`src/rtl/imem_fetch_ctrl.sv`:
```
// Instruction-memory sequencer: loads a program word-serially, then fetches for the CPU until the halt opcode.
// Zero-latency combinational outputs from state/pc/load_ptr; loader backpressured (load_ready=0) outside LOAD.
module imem_fetch_ctrl #(
    parameter int                 ADDR_W     = 16,
    parameter int                 DATA_W     = 32,
    parameter logic [ADDR_W-1:0]  RESET_PC   = 16'h0000,
    parameter logic [DATA_W-1:0]  HALT_INSTR = 32'hFFFF_FFFF
) (
    input  logic              clk,
    input  logic              rst_n,
    input  logic              load_valid,
    output logic              load_ready,
    input  logic [DATA_W-1:0] load_data,
    input  logic              load_last,
    output logic [ADDR_W-1:0] imem_addr,
    output logic              imem_we,
    output logic [DATA_W-1:0] imem_wdata,
    input  logic [DATA_W-1:0] imem_rdata,
    input  logic              stall,
    input  logic              branch_taken,
    input  logic [ADDR_W-1:0] branch_target,
    input  logic              restart,
    output logic [ADDR_W-1:0] pc,
    output logic [DATA_W-1:0] instr,
    output logic              instr_valid,
    output logic              halted
);

    typedef enum logic [1:0] {
        LOAD = 2'd0,
        RUN  = 2'd1,
        HALT = 2'd2
    } state_t;

    localparam logic [ADDR_W-1:0] STEP       = ADDR_W'(4);
    localparam logic [ADDR_W-1:0] ALIGN_MASK = ~ADDR_W'(3);

    state_t            state, state_nxt;
    logic [ADDR_W-1:0] pc_nxt;
    logic [ADDR_W-1:0] load_ptr, load_ptr_nxt;

    always_ff @(posedge clk or negedge rst_n) begin
        if (!rst_n) begin
            state    <= LOAD;
            pc       <= RESET_PC;
            load_ptr <= RESET_PC;
        end else begin
            state    <= state_nxt;
            pc       <= pc_nxt;
            load_ptr <= load_ptr_nxt;
        end
    end

    always_comb begin
        state_nxt    = state;
        pc_nxt       = pc;
        load_ptr_nxt = load_ptr;
        load_ready   = 1'b0;
        imem_addr    = pc;
        imem_we      = 1'b0;
        imem_wdata   = '0;
        instr        = '0;
        instr_valid  = 1'b0;
        halted       = 1'b0;

        case (state)
            LOAD: begin
                load_ready = 1'b1;
                imem_addr  = load_ptr;
                imem_we    = load_valid;
                imem_wdata = load_data;
                if (load_valid) begin
                    // pointer wraps naturally at the top of the address space
                    load_ptr_nxt = load_ptr + STEP;
                    if (load_last) begin
                        state_nxt = RUN;
                        pc_nxt    = RESET_PC;
                    end
                end
            end

            RUN: begin
                instr       = imem_rdata;
                instr_valid = 1'b1;
                if (stall) begin
                    pc_nxt = pc;
                end else if (imem_rdata == HALT_INSTR) begin
                    state_nxt = HALT;
                end else if (branch_taken) begin
                    pc_nxt = branch_target & ALIGN_MASK;
                end else begin
                    pc_nxt = pc + STEP;
                end
            end

            HALT: begin
                halted = 1'b1;
                if (restart) begin
                    state_nxt = RUN;
                    pc_nxt    = RESET_PC;
                end else if (load_valid) begin
                    // word is not taken here; the loader holds it into LOAD
                    state_nxt    = LOAD;
                    load_ptr_nxt = RESET_PC;
                end
            end

            default: begin
                state_nxt = LOAD;
            end
        endcase
    end

endmodule

```
`config.mk`:
```
export PLATFORM = sky130hd
export DESIGN_NAME = imem_fetch_ctrl
export DESIGN_NICKNAME = d
export VERILOG_FILES = /design/src/rtl/imem_fetch_ctrl.sv
export SDC_FILE = /design/constraint.sdc
export NUM_CORES = 1
export LEC_CHECK = 0
export ABC_AREA = 1
export BUFFER_PORTS_ARGS = -buffer_cell sky130_fd_sc_hd__clkbuf_2
export CAP_MARGIN = 20
export CORE_UTILIZATION = 46
export CTS_CLUSTER_DIAMETER = 120
export CTS_CLUSTER_SIZE = 30
export DETAILED_ROUTE_END_ITERATION = 7
export PLACE_DENSITY_LB_ADDON = 0.15
export SLEW_MARGIN = 30
export SYNTH_ARGS = -nofsm -noshare
export SYNTH_HDL_FRONTEND = slang
export SYNTH_SLANG_ARGS = --single-unit
```
`constraint.sdc`:
```
create_clock -name clk -period 2.5 [get_ports clk]
set_input_delay 0.375 -clock clk [delete_from_list [all_inputs] [get_ports clk]]
set_output_delay 0.375 -clock clk [all_outputs]
set_load 0.005 [all_outputs]
```
---- Word-level counts from Yosys, hierarchy flattened ----
Cells that the tools add are included.
word-level totals
  bits in registers ....................... 34
  bits in latches ......................... 0
  bits in writable memories ............... 0
  ROM bits ................................ 0
  bits of input ports ..................... 87
  output and inout bits ................... 100
  memories ................................ 0
cells by class
  $add $sub $neg .......................... 2
  multipliers ............................. 0
  divide/modulo/power cells ............... 0
  magnitude comparators ................... 0
  eq/ne operators ......................... 12
  shifts and indexed selects .............. 0
  multiplexer cells ....................... 25
  bitwise logic cells ..................... 0
  reductions and logical operators ........ 6
operator list
  kind                                                                    number
  16-bit 2-to-1 mux                                                       10
  32-bit 2-to-1 mux                                                       2
  16-bit one-hot mux with 3 select lines                                  1
  16-bit by 3-bit adder with 16-bit output (second input constant)        2
  32-bit equality test (second input constant)                            1
  16-bit one-hot mux with 2 select lines                                  1
  2-bit != test (second input constant)                                   8
  2-bit 2-to-1 mux                                                        6
  2-bit one-hot mux with 3 select lines                                   1
  6-bit AND reduction                                                     1
  5-bit AND reduction                                                     1
  1-bit 2-to-1 mux                                                        4
  4-bit AND reduction                                                     1
  3-bit != test (second input constant)                                   1
  3-bit nonzero test                                                      1
  2-bit by 1-bit equality test with 1-bit output (second input constant)  1
  2-bit equality test (second input constant)                             1
  2-bit zero test                                                         1
  2-bit nonzero test                                                      1

---- Depth between registers and ports, before layout ----
  word-level depth ........................ 5
  depth in mapped cells ................... 10
  mapped depth without buffers ............ 9

---- Worst setup path after synthesis ----
OpenSTA, ideal clock, no wires.
  kind .................................... reg2out
  start ................................... register state[1]
  end ..................................... output imem_wdata[0]
  arrival ................................. 1.305 ns
  required time ........................... 2.125 ns
  slack ................................... 0.820 ns
  cell stages (with the launch flop) ...... 5
  cells stage by stage .................... dfrtp_1 nor2_2 clkinv_1 clkbuf_1 nor2_1
between the ends
  word-level cells in the longest chain between the ends .. 2
ends and longest elaborated chain
  what                    RTL line  RTL
  start, declared         38        state_t state, state_nxt;
  start signal, assigned  48        state <= state_nxt;
  2-bit zero test         66        case (state)
  32-bit 2-to-1 mux       66
  end, declared           17        output logic [DATA_W-1:0] imem_wdata,
No other way between the ends.

---- Final worst setup path ----
  start ................................... register state[1]
  end ..................................... output instr[10]
between the ends
  word-level cells in the longest chain between the ends .. 2
ends and longest elaborated chain
  what                                            RTL line  RTL
  2-bit by 1-bit equality test with 1-bit output  66
  32-bit 2-to-1 mux                               66
  end, declared                                   24        output logic [DATA_W-1:0] instr,
No other way between the ends.

==> reports/summary.md <==
The run finished with clean final reports. The critical path is of the reg -> out type. Global routing finished with a remaining overflow of 0. Setup repair after global routing left no endpoint under its margin.

For the number of warnings issued by yosys, the log shows 0. After detailed routing, the total wire length is 8.494 mm. The count of buffers added on input and output ports is 180.

Compared with the post-synthesis result, the final layout area differs by 37.08%. The share of layout cells above drive strength 1 was 0.2991; the share of the synthesized area in the top cell type was 0.2697. The critical path goes through nor2_4 -> inv_1 -> nor2_1 -> clkbuf_2.

The total routing resource utilization after global routing was 0.2679. The detailed-placement wirelength estimate is 6.740 mm, and the maximum clock frequency is 449.6 MHz. For this block, the initial DRC count from the detailed router was 139. The initial antenna violation count is 0, and the register area is 750.7 sq um. The overall die width was 79.80 um; the number of H-tree levels was 2. The count of nets left with antenna violations once routing finished came out at 0. The source of the worst register-to-register timing path is state[1].

The total count of hold-check failures in the final report was 0. Clock tree synthesis inserted a total of 5 buffers. Summed over all instances, the cell type with the most area after synthesis is dfrtp_1.

Together, buffers and inverters on the worst path number 2. The count of antenna diodes in the layout was 0; the internal reg-to-reg setup slack was 0.75 ns. At the placement stage, the worst setup path has a slack of 0.6096 ns. The number of pins exceeding their max-slew limit in the final report was 0; the gate count of the mapped netlist was 507. The post-route core utilization came out at 0.6724. Once the clock tree was built, the setup fixing pass inserted 0 buffers. The floorplan die area was 6367 sq um. The worst setup slack after layout came out at 0.2756 ns.

The number of hold buffers added after CTS was 0. The tools report the end of the worst register-to-register path as pc[14]. The synthesized area per cell was 5.491 sq um; the clock-pin slew on the worst setup and hold paths was 0.07 ns. The tools report the number of global-route vias before repair as 3042. The most frequent standard cell in the layout excluding fill and tap cells was clkbuf_2. For the pin with the worst max-slew slack, the measured transition is 0.9327 ns.

The run gives 13.61 mm as the global-route wire length before repair. The final period demand of the worst path works out to 2.224 ns. The worst-case IR drop observed on VDD is 0.5003 mV.

Entering global routing, the biggest net connects 37 pins. The initial standard-cell utilization of the core was 0.4905. Dividing the detail-routed via count by the number of cells gives 4.749. For the clock latency at the later pin of the worst-skew pair, the log shows 0.29 ns. The first TritonRoute pass finished after 4 iterations. The die is 79.80 um tall. The tools report the type of element launching the critical path as a flip-flop. The analysis attributes to cell leakage a power of 2.397 nW. In this run, synthesis produced a sequential element count of 30. The largest individual stage delay along the critical path comes from the cell inv_1. Delay of the slowest critical-path stage: 0.69 ns. Gates resized during post-CTS repair numbered 0. The total power divided by cell area works out to 877.0 nW/um^2. By area the synthesized netlist is led by dfrtp_1 27%, nand2_1 19%, nor2_1 14%, inv_1 13%, nand3_1 6.5%.

The portion of the clock cycle consumed by the worst path in the final layout works out to 0.8898. Number of remaining DRC errors: 0. The total negative setup slack is 0 ns. The tools report the number of max-cap violations as 0.

The clock net in this run drives a total of 30 sinks. The endpoint class of the critical path was an output pin. The largest driver fanout on the critical path is 33, and the combined area of the multi-input logic cells is 1544 sq um.

The path class of the tightest hold or removal check is in -> async. The run gives 0.2697 as the register area share after synthesis. The library cells used most frequently in the layout, excluding fill and tap cells, are 180 x clkbuf_2, 138 x nand2_1, 106 x nor2_1. The worst relative slew slack was 0.3775.

The final-layout fill cell count was 551. Number of I/O pins: 187. For the count of unique library cells instantiated by Yosys, the log shows 30. Final net count: 770. Setup violations remaining at the end of the flow were counted as 0. Routability-driven placement finished with a final weighted congestion of 0.8883. Counting along the longest clock path gives a buffer depth of 2. The core region is 5675 sq um. TritonCTS built the clock tree.

The detailed-route via count is 3581, and the worst clock skew on the final layout is 0.002086 ns. The number of cell instances on the worst register-to-register path works out to 9. The tree is rooted in a clkbuf_8.

Data arrives at the worst endpoint at 1.85 ns. The total power consumption of the routed design is 3.347 mW. For the number of placement rows, the log shows 27. Grouping stages by cell kind, the critical path spends the most delay in buffers and inverters. In the final routed layout, each cell accounts on average for 11.27 um. In this run the cell area of the synthesized design comes to 2784 sq um.

For the worst setup path, the data required time is 2.12 ns.
[per-layer routing]
| metal | up-vias | track usage | wire, um |
|---|---|---|---|
| met2 | 138 | 0.5034 | 4345 |
| met4 | 0 | 0.06607 | 55 |
| met1 | 1563 | 0.3174 | 3393 |
| met3 | 9 | 0.03657 | 699 |
| li1 | 1871 | - | - |
| met5 | - | 0 | 0 |
[kinds of logic (layout without fill, tap and decap cells)]
family | count (synthesis) | after routing | share of synthesized area
adders and majority gates | 2 | 2 | 0.008987
and+or+nand+nor | 304 | 304 | 0.4517
DFF | 30 | 30 | 0.2697
xor gates and xnor gates | 1 | 1 | 0.003147
buffers and inverters | 125 | 297 | 0.1798
other | 1 | 4 | 0.001347
AOI/OAI and AO/OA | 44 | 44 | 0.08539
[worst register-to-register path: cells and delay by family (launching register included)]
family | cells | cell delay (ns)
and+or+nand+nor | 5 | 0.52
AOI/OAI and AO/OA | 1 | 0.08
DFF | 1 | 0.50
buffers and inverters | 3 | 0.58
[worst max path at each step]
| stage | slack (ns) | start | end | depth (start not counted) |
|---|---|---|---|---|
| 2_1_floorplan | 0.82 | state[1] | imem_wdata[0] | 4 |
| 3_3_place_gp | 0.69 | state[0] | instr[30] | 5 |
| 3_5_place_dp | 0.61 | state[0] | instr[10] | 5 |
| 4_1_cts | 0.30 | state[0] | instr[10] | 5 |
| 5_1_grt | 0.10 | state[0] | instr[7] | 5 |
| 6_report | 0.28 | state[1] | instr[10] | 4 |
[through the flow]
stage	hold WS (ns)	area [sq um]	instances
after global placement	0.4926	3706	746
after floorplan	0.07941	2795	510
final	0.1505	3816	754
after global routing	0.2156	3816	754
after CTS	0.1805	3816	754
after detailed placement	0.4866	3706	746
[cell usage after synthesis, drive strengths merged]
cell type	n
clkbuf	8
o21bai	1
nor2	109
buf	11
ha	2
a31oi	4
nor3	7
inv	104
a31o	1
a21oi	9
o31ai	1
clkinv	2
xnor2	1
nand3	38
dfrtp	30
conb	1
nand2	140
o21ai	28
nand4	10
[sequential cells by signal (all words and copies together), names as in the netlist]
| register | count |
|---|---|
| pc | 14 |
| load_ptr | 14 |
| state | 2 |
[area by class of cell]
cell class,count,area share
multi-input combinational,355,0.4046
clock buffer,8,0.02885
inverter,106,0.1043
sequential,30,0.1967
tap,72,0.02361
timing repair buffer,183,0.2420
[where the power goes]
| part | switching [mW] | internal [mW] |
|---|---|---|
| Clock | 0.199 | 0.278 |
| Sequential | 0.253 | 0.668 |
| Combinational | 1.19 | 0.762 |
| Total | 1.64 | 1.71 |
Note: power is estimated with default switching activity, not from simulation.
